<file path="config.mk">
export PLATFORM = sky130hd
export DESIGN_NAME = alu_seq_unit_flat
export DESIGN_NICKNAME = d
export VERILOG_FILES = /design/src/rtl/alu_seq_unit_pkg.sv /design/src/rtl/alu_seq_unit_if.sv /design/src/rtl/alu_seq_unit_mul.sv /design/src/rtl/alu_seq_unit.sv /design/src/flat_wrapper.sv
export SDC_FILE = /design/constraint.sdc
export NUM_CORES = 1
export LEC_CHECK = 0
export ABC_CLOCK_PERIOD_IN_PS = 6780
export CAP_MARGIN = 20
export CORE_MARGIN = 5
export CORE_UTILIZATION = 49
export DETAILED_ROUTE_END_ITERATION = 7
export DONT_BUFFER_PORTS = 1
export PLACE_DENSITY = 0.76
export SYNTH_ARGS = -nofsm -noshare
export SYNTH_HDL_FRONTEND = slang
export SYNTH_SLANG_ARGS = --single-unit
</file>
<file path="constraint.sdc">
create_clock -name clk -period 6.78 [get_ports clk]
set_clock_uncertainty 0.15 [all_clocks]
set_input_delay 1.695 -clock clk [delete_from_list [all_inputs] [get_ports clk]]
set_output_delay 1.695 -clock clk [all_outputs]
set_load 0.05 [all_outputs]
</file>
<file path="src/rtl/alu_seq_unit_pkg.sv">
// Shared definitions for the sequential execute-stage ALU.
// Holds the operand width, shift-amount width, the counter width, the opcode
// and FSM state encodings, and helpers that classify and evaluate opcodes.
// The complement unit upstream imports this package for the opcode values.
package alu_seq_unit_pkg;

    localparam int WIDTH   = 8;
    localparam int SHAMT_W = 3;
    // The counter must hold WIDTH, the multiplier step count.
    localparam int CNT_W   = 4;

    typedef enum logic [2:0] {
        ALU_FWD = 3'b000,
        ALU_ADD = 3'b001,
        ALU_AND = 3'b010,
        ALU_OR  = 3'b011,
        ALU_MUL = 3'b100,
        ALU_SLL = 3'b101,
        ALU_SRA = 3'b110,
        ALU_ROR = 3'b111
    } alu_op_e;

    typedef enum logic [1:0] {
        S_IDLE   = 2'd0,
        S_RUN    = 2'd1,
        S_FINISH = 2'd2
    } state_e;

    function automatic logic is_shift(input alu_op_e op);
        return (op == ALU_SLL) || (op == ALU_SRA) || (op == ALU_ROR);
    endfunction

    // Result of every op that completes on the accepting edge. FWD passes the
    // already-selected second operand through. Shift opcodes only land here
    // with a zero shift amount, so they return DATA1 unchanged.
    function automatic logic [WIDTH-1:0] single_cycle_result(
        input alu_op_e          op,
        input logic [WIDTH-1:0] a,
        input logic [WIDTH-1:0] b
    );
        logic [WIDTH-1:0] r;
        case (op)
            ALU_FWD: r = b;
            ALU_ADD: r = a + b;
            ALU_AND: r = a & b;
            ALU_OR:  r = a | b;
            default: r = a;
        endcase
        return r;
    endfunction

endpackage

</file>
<file path="src/rtl/alu_seq_unit_if.sv">
// Control-unit handshake and operand bus for alu_seq_unit.
// Signals:
//   start  - request, sampled only when the ALU is not busy
//   opcode - operation select
//   data1  - register operand
//   data2  - operand from the complement/immediate mux
//   result - registered result, held until the next op completes
//   zero   - registered (result == 0)
//   busy   - high while a multi-cycle op is running
//   done   - one-cycle completion pulse
// The master modport is the control unit; the slave modport is the ALU.
import alu_seq_unit_pkg::*;

interface alu_seq_unit_if;

    logic             start;
    logic [2:0]       opcode;
    logic [WIDTH-1:0] data1;
    logic [WIDTH-1:0] data2;
    logic [WIDTH-1:0] result;
    logic             zero;
    logic             busy;
    logic             done;

    modport master (
        output start, opcode, data1, data2,
        input  result, zero, busy, done
    );

    modport slave (
        input  start, opcode, data1, data2,
        output result, zero, busy, done
    );

endinterface

</file>
<file path="src/rtl/alu_seq_unit_mul.sv">
// alu_mul_seq: shift-add multiplier that is stepped by its parent.
// Ports:
//   clk, reset - clock and synchronous active-high reset
//   load_i     - capture multiplicand/multiplier and clear the accumulator
//   step_i     - perform one shift-add step
//   mcand_i    - multiplicand
//   mplier_i   - multiplier
//   product_o  - accumulator value after the step pending this cycle, so the
//                parent can capture the final product on the last step edge
// Only the low WIDTH bits of the product are kept.
import alu_seq_unit_pkg::*;

module alu_mul_seq (
    input  logic             clk,
    input  logic             reset,
    input  logic             load_i,
    input  logic             step_i,
    input  logic [WIDTH-1:0] mcand_i,
    input  logic [WIDTH-1:0] mplier_i,
    output logic [WIDTH-1:0] product_o
);

    logic [WIDTH-1:0] acc_q;
    logic [WIDTH-1:0] mcand_q;
    logic [WIDTH-1:0] mplier_q;
    logic [WIDTH-1:0] acc_d;

    // Add the shifted multiplicand when the current multiplier bit is set.
    always_comb begin
        acc_d = acc_q;
        if (mplier_q[0]) begin
            acc_d = acc_q + mcand_q;
        end
    end

    assign product_o = acc_d;

    // Load clears the accumulator; each step consumes one multiplier bit and
    // moves the multiplicand up one place.
    always_ff @(posedge clk) begin
        if (reset) begin
            acc_q    <= '0;
            mcand_q  <= '0;
            mplier_q <= '0;
        end else if (load_i) begin
            acc_q    <= '0;
            mcand_q  <= mcand_i;
            mplier_q <= mplier_i;
        end else if (step_i) begin
            acc_q    <= acc_d;
            mcand_q  <= mcand_q << 1;
            mplier_q <= mplier_q >> 1;
        end
    end

endmodule

</file>
<file path="src/rtl/alu_seq_unit.sv">
// alu_seq_unit: execute stage downstream of the 2's-complement unit.
// FWD/ADD/AND/OR complete on the accepting edge; MUL takes WIDTH run cycles
// and SLL/SRA/ROR take one run cycle per bit of shift amount.
// Ports:
//   clk   - clock
//   reset - synchronous active-high reset, has priority over start
//   bus   - slave side of alu_seq_unit_if (start/opcode/data1/data2 in,
//           result/zero/busy/done out)
// One down-counter paces both the multiplier and the shifter; the shift
// working value lives in the latched DATA1 register.
import alu_seq_unit_pkg::*;

module alu_seq_unit (
    input  logic          clk,
    input  logic          reset,
    alu_seq_unit_if.slave bus
);

    state_e           state_q, state_d;
    alu_op_e          op_q, op_d;
    logic [WIDTH-1:0] a_q, a_d;
    logic [CNT_W-1:0] cnt_q, cnt_d;
    logic [WIDTH-1:0] result_q, result_d;
    logic             zero_q, zero_d;

    alu_op_e          op_in;
    logic [SHAMT_W-1:0] amt_in;
    logic [WIDTH-1:0] shift_next;
    logic             mul_load;
    logic             mul_step;
    logic [WIDTH-1:0] mul_product;

    assign op_in  = alu_op_e'(bus.opcode);
    assign amt_in = bus.data2[SHAMT_W-1:0];

    alu_mul_seq u_mul (
        .clk       (clk),
        .reset     (reset),
        .load_i    (mul_load),
        .step_i    (mul_step),
        .mcand_i   (bus.data1),
        .mplier_i  (bus.data2),
        .product_o (mul_product)
    );

    // One-bit move of the shift working value for the latched opcode.
    always_comb begin
        shift_next = a_q;
        case (op_q)
            ALU_SLL: shift_next = a_q << 1;
            ALU_SRA: shift_next = {a_q[WIDTH-1], a_q[WIDTH-1:1]};
            ALU_ROR: shift_next = {a_q[0], a_q[WIDTH-1:1]};
            default: shift_next = a_q;
        endcase
    end

    // Next-state logic. In RUN the counter is decremented and the final
    // step's value is written to the result on the edge that leaves RUN.
    // Start is honoured from IDLE and FINISH alike, which allows
    // back-to-back issue.
    always_comb begin
        state_d  = state_q;
        op_d     = op_q;
        a_d      = a_q;
        cnt_d    = cnt_q;
        result_d = result_q;
        mul_load = 1'b0;
        mul_step = 1'b0;

        case (state_q)
            S_RUN: begin
                cnt_d = cnt_q - CNT_W'(1);
                if (op_q == ALU_MUL) begin
                    mul_step = 1'b1;
                end else begin
                    a_d = shift_next;
                end
                if (cnt_q == CNT_W'(1)) begin
                    state_d  = S_FINISH;
                    result_d = (op_q == ALU_MUL) ? mul_product : shift_next;
                end
            end
            default: begin
                state_d = S_IDLE;
                if (bus.start) begin
                    op_d = op_in;
                    a_d  = bus.data1;
                    if (op_in == ALU_MUL) begin
                        mul_load = 1'b1;
                        cnt_d    = CNT_W'(WIDTH);
                        state_d  = S_RUN;
                    end else if (is_shift(op_in) && (amt_in != '0)) begin
                        cnt_d   = CNT_W'(amt_in);
                        state_d = S_RUN;
                    end else begin
                        cnt_d    = '0;
                        result_d = single_cycle_result(op_in, bus.data1, bus.data2);
                        state_d  = S_FINISH;
                    end
                end
            end
        endcase

        zero_d = (result_d == '0);
    end

    // State and datapath registers.
    always_ff @(posedge clk) begin
        if (reset) begin
            state_q  <= S_IDLE;
            op_q     <= ALU_FWD;
            a_q      <= '0;
            cnt_q    <= '0;
            result_q <= '0;
            zero_q   <= 1'b1;
        end else begin
            state_q  <= state_d;
            op_q     <= op_d;
            a_q      <= a_d;
            cnt_q    <= cnt_d;
            result_q <= result_d;
            zero_q   <= zero_d;
        end
    end

    assign bus.result = result_q;
    assign bus.zero   = zero_q;
    assign bus.busy   = (state_q == S_RUN);
    assign bus.done   = (state_q == S_FINISH);

endmodule

</file>
<file path="src/flat_wrapper.sv">
// flat-port wrapper written by rule: the top's interface ports become plain ports
module alu_seq_unit_flat 
  (clk, reset, bus_start, bus_opcode, bus_data1, bus_data2, bus_result, bus_zero, bus_busy, bus_done);
  alu_seq_unit_if bus_i ();
  input  logic clk;
  input  logic reset;
  input wire logic [$bits(bus_i.start)-1:0] bus_start;
  input wire logic [$bits(bus_i.opcode)-1:0] bus_opcode;
  input wire logic [$bits(bus_i.data1)-1:0] bus_data1;
  input wire logic [$bits(bus_i.data2)-1:0] bus_data2;
  output wire logic [$bits(bus_i.result)-1:0] bus_result;
  output wire logic [$bits(bus_i.zero)-1:0] bus_zero;
  output wire logic [$bits(bus_i.busy)-1:0] bus_busy;
  output wire logic [$bits(bus_i.done)-1:0] bus_done;
  assign bus_i.start = bus_start;
  assign bus_i.opcode = bus_opcode;
  assign bus_i.data1 = bus_data1;
  assign bus_i.data2 = bus_data2;
  assign bus_result = bus_i.result;
  assign bus_zero = bus_i.zero;
  assign bus_busy = bus_i.busy;
  assign bus_done = bus_i.done;
  alu_seq_unit u_core (.clk(clk), .reset(reset), .bus(bus_i));
endmodule
</file>
# Word level (Yosys, flattened, before mapping)
# Cells that the tools add are included.
[classes]
add_sub_neg = 3
n_eq_ne = 16
muxes = 30
n_bitwise = 3
n_reduce_logical = 11
[op_table]
columns = ["op", "count"]
rows = [
  ["two-way mux 8 bit", 14],
  ["one-hot mux 8 bit (4 select lines)", 1],
  ["equality test 3 bit (second input constant)", 8],
  ["one-hot mux 8 bit (3 select lines)", 1],
  ["adder 8 bit", 2],
  ["two-way mux 4 bit", 3],
  ["two-way mux 2 bit", 5],
  ["bitwise AND 8 bit", 1],
  ["logical NOT 8 bit", 1],
  ["bitwise OR 8 bit", 1],
  ["equality test 3 x 2 -> 1 bit (second input constant)", 2],
  ["two-way mux 1 bit", 5],
  ["equality test 4 x 1 -> 1 bit (second input constant)", 1],
  ["AND reduction 2 bit", 2],
  ["nonzero test 2 bit", 2],
  ["subtractor 4 x 1 -> 4 bit (second input constant)", 1],
  ["equality test 3 x 1 -> 1 bit (second input constant)", 1],
  ["logical NOT 3 bit", 1],
  ["two-way mux 3 bit", 1],
  ["nonzero test 3 bit", 1],
  ["equality test 2 x 1 -> 1 bit (second input constant)", 1],
  ["equality test 2 bit (second input constant)", 1],
  ["logical OR 1 bit", 2],
  ["inequality test 2 x 1 -> 1 bit (second input constant)", 1],
  ["other kinds (4)", 4],
]
[totals]
reg_bits = 50
in_bits = 22
output_inout_bits = 11
word_cells = 72

# Longest topological paths before layout
[logic_depth]
depth_word = 9
depth_mapped = 10
depth_no_buf = 10

# Hierarchy
# Synthesis repeated with hierarchy kept, for this count alone.
[unflattened]
hier_cells = 490
hier_area_um2 = 3742.3
[by_module_without_submodules]
columns = ["mod", "instances", "cells_each", "area_per_inst_um2", "seq_area_each_um2"]
rows = [
  ["alu_seq_unit", 1, 305, 2254.7, 520.5],
  ["alu_mul_seq", 1, 185, 1487.7, 480.5],
]

# Least setup slack after synthesis
# Ideal clock, no wire load.
[synth_timing]
path_kind = "input port to flip-flop"
start = "input port bus_data2[0]"
end = "register u_core.zero_q, in the netlist u_core.bus.zero"
setup_time_ns = 0.078
t_arrival_ns = 3.706
required_time_ns = 6.552
setup_slack_ns = 2.845
cell_stages = 9
path_buffers = 0
cell_sequence = "ha_1 fa_1 xor2_1 mux4_2 o211ai_1 o211ai_1 nor4_2 a41oi_1 nor3_1"
[synth_between]
elab_chain_cells = 7
elab_cells_between_ends = 11
cone_classes = "1 x add/sub; 5 x mux; 2 x bitwise; 3 x reduce/logical"
[synth_lines]
columns = ["element", "line_no", "text"]
rows = [
  ["start: declaration", "flat_wrapper.sv:10", "input wire logic [$bits(bus_i.data2)-1:0] bus_data2;"],
  ["adder 8 bit (tied with other cells)", "alu_seq_unit_pkg.sv:44", "ALU_ADD: r = a + b;"],
  ["one-hot mux 8 bit (4 select lines) or logical AND 1 bit (tied branches)", "alu_seq_unit_pkg.sv:42, alu_seq_unit.sv:92", ""],
  ["two-way mux 8 bit (*)", "alu_seq_unit.sv:92", "end else if (is_shift(op_in) && (amt_in != '0)) begin"],
  ["two-way mux 8 bit (*)", "alu_seq_unit.sv:88", "if (op_in == ALU_MUL) begin"],
  ["two-way mux 8 bit (*)", "alu_seq_unit.sv:85", "if (bus.start) begin"],
  ["two-way mux 8 bit (*)", "alu_seq_unit.sv:70", "case (state_q)"],
  ["logical NOT 8 bit (*)", "alu_seq_unit.sv:104", "zero_d = (result_d == '0);"],
  ["end signal: assignment", "alu_seq_unit.sv:122", "zero_q <= zero_d;"],
  ["end: declaration", "alu_seq_unit.sv:24", "logic zero_q, zero_d;"],
]
# Every way passes the cells marked *; elsewhere a longest branch is shown, timed or not.
# A chain may end at the register's enable or synchronous reset.

# Worst setup path after layout
# Same ends and word-level chain as after synthesis.

==> flow_metrics.env <==
export IMPL_status="completed"
export IMPL_post_drt_wl_per_cell_um=18.7
export IMPL_antennaDiodeCount=0
export IMPL_post_cts_resized=0
export IMPL_yosysWarnings=0
export IMPL_hp_class="reg2reg"
export IMPL_dpl_hpwl_um=7610
export IMPL_row_count=31
export IMPL_min_to="u_core.u_mul.mplier_q[2]"
export IMPL_grt_pass1_vias=3161
export IMPL_worst_slew_pin_slew_ps=984
export IMPL_relSlewSlack=0.341
export IMPL_drc=0
export IMPL_gp_congestion=0.899
export IMPL_grt_usage=0.212
export IMPL_synth_area_mm2=0.00371
export IMPL_drt_initial_drc_count=326
export IMPL_clock_sinks=50
export IMPL_dieArea_mm2=0.00942
export IMPL_fillers=694
export IMPL_num_vias=3456
export IMPL_timing_final_crit_period_ps=3810
export IMPL_antenna_found_initial=0
export IMPL_min_from="u_core.u_mul.mplier_q[2]"
export IMPL_die_h_um=97.1
export IMPL_start_util=0.507
export IMPL_cts_htree_levels=2
export IMPL_post_cts_setup_buffers=0
export IMPL_syn_avg_cell_area_um2=8.04
export IMPL_crit_fanout=6
export IMPL_worstPathRequired_ps=6870
export IMPL_synth_edf_count=0
export IMPL_grt_max_degree=52
export IMPL_tritoncts="done"
export IMPL_worst_setup_path_start_kind="input pin"
export IMPL_final_cell_mix="50 x dfxtp_1, 45 x nor2_1, 36 x nand2_1"
export IMPL_die_x_um=97.1
export IMPL_via_per_inst=6.35
export IMPL_grt_overflow_total=0
export IMPL_rr_worst_depth=7
export IMPL_finalWirelength_um=10200
export IMPL_dr_pass1_iters=5
export IMPL_setup_viol=0
export IMPL_antenna_left=0
export IMPL_fmax_ghz=0.263
export IMPL_synth_top_flop_cell="dfxtp_1"
export IMPL_rr_endpoint="u_core.bus.zero"
export IMPL_crit_arrival_ps=3890
export IMPL_whs_path_depth=2
export IMPL_mostFrequentLayoutCell="dfxtp_1"
export IMPL_r2r_start="u_core.op_q[2]"
export IMPL_syn_to_final_growth_pct=2.90
export IMPL_regToRegSetupSlack_ps=3630
export IMPL_ir_drop_uv=93.6
export IMPL_crit_path_start="bus_data2[0]"
export IMPL_numCtsBuffers=5
export IMPL_rsz0062_at_grt="no"
export IMPL_fin_hold_ws_ps=306
export IMPL_cts_buffer_depth=2
export IMPL_io_pins=33
export IMPL_ys_ff_latch=50
export IMPL_drive_gt1_frac=0.0584
export IMPL_power_density_mw_per_mm2=174
export IMPL_core_area_mm2=0.00733
export IMPL_cts_hold_buf=0
export IMPL_crit_type="in2reg"
export IMPL_path_clk_slew_ps=100
export IMPL_synth_nets=511
export IMPL_slew_violations=0
export IMPL_clk_latency_ps=310
export IMPL_ys_types=69
export IMPL_synth_seq_area_share=0.269
export IMPL_final_nets=493
export IMPL_port_buffers=0
export IMPL_grt_pass1_wl_um=16600
export IMPL_utilization=0.521
export IMPL_synthCells=462
export IMPL_power_leakage_nw=1.52
export IMPL_finalSetupTns_ps=0
export IMPL_end_kind="register"
export IMPL_clock_root_buffer="clkbuf_8"
export IMPL_max_cap_viol_count=0
export IMPL_fin_crit_sh=0.561
export IMPL_hold_viol=0
export IMPL_async_flop_share=0
-- area by class of cell --
type                            count  area (µm²)  area share
Multi-Input combinational cell    353        2470       0.645
Sequential cell                    50        1000       0.262
Tap cell                           99         124      0.0324
Inverter                           32         120      0.0314
Clock buffer                        6        82.6      0.0216
Timing Repair Buffer                2        15.0     0.00393
Clock inverter                      2        12.5     0.00327
-- Yosys cell counts, types with 4 or more instances --
cell	n	area share
a211oi_1	22	0.044
a21o_1	6	0.012
a21oi_1	33	0.044
a22oi_1	8	0.016
a31oi_1	5	0.0084
buf_2	8	0.011
clkbuf_1	16	0.016
dfxtp_1	50	0.27
ha_1	25	0.084
inv_1	31	0.031
mux2_2	5	0.015
mux2i_1	21	0.057
nand2_1	36	0.036
nand3_1	14	0.019
nor2_1	45	0.045
nor2b_1	6	0.010
nor3_1	11	0.015
o211ai_1	9	0.018
o21ai_0	17	0.023
o22ai_1	5	0.0084
o31ai_1	5	0.010
xnor2_1	4	0.0094
xor2_1	4	0.0094
-- sequential cells by signal, summed over array words and instances (netlist names) --
name / cells
u_core.u_mul.mplier_q: 8
u_core.cnt_q: 4
u_core.bus.result: 8
u_core.a_q: 8
u_core.bus.zero: 1
u_core.u_mul.mcand_q: 8
u_core.u_mul.acc_q: 8
u_core.state_q: 2
u_core.op_q: 3
-- worst max-delay path, cell delays in order --
cell and delay, ps:
ha_1 240, fa_1 420, xor2_1 180, mux4_2 450, o211ai_1 160, o211ai_1 130
nor4_2 270, a41oi_1 140, nor3_1 200
-- power breakdown --
group | switching, mW | internal, mW | leakage, nW | total (mW)
clock network | 0.107 | 0.0823 | 0.0472 | 0.189
registers | 0.0362 | 0.310 | 0.408 | 0.346
logic | 0.0734 | 0.0565 | 1.06 | 0.130
-- logic make-up (layout without fill, tap and decap cells) --
group,count (synthesis),count (layout),share of synthesized area
AOI/OAI and AO/OA,139,139,0.252
DFF,50,50,0.269
and+or+nand+nor,150,150,0.208
buffers and inverters,59,42,0.0664
muxes,29,29,0.0899
adders and majority gates,27,27,0.0950
xor gates and xnor gates,8,8,0.0189
-- how the worst max path moves through the flow --
stage | to | cells after the start
6_report | u_core.bus.zero | 9
5_1_grt | u_core.bus.zero | 9
4_1_cts | u_core.bus.zero | 9
3_5_place_dp | u_core.bus.zero | 9
3_3_place_gp | u_core.bus.zero | 9
2_1_floorplan | u_core.bus.zero | 9
-- metrics by stage --
step | cells | instance area [µm²] | setup slack, ps | power [mW]
floorplan | 462 | 3710 | 2850 | 0.459
global placement | 536 | 3730 | 2730 | 0.476
detailed placement | 536 | 3730 | 2660 | 0.480
CTS | 544 | 3820 | 2970 | 0.663
global route | 544 | 3820 | 2860 | 0.693
finish | 544 | 3820 | 2970 | 0.665
-- per-layer routing --
metal | routed length [µm] | vias up | track usage
met5 | 0 | - | 0
met4 | 289 | 0 | 0.0724
li1 | - | 1669 | -
met1 | 4330 | 1592 | 0.290
met2 | 4470 | 168 | 0.319
met3 | 1100 | 27 | 0.0625
No activity file was read; power rests on OpenSTA's default activity.
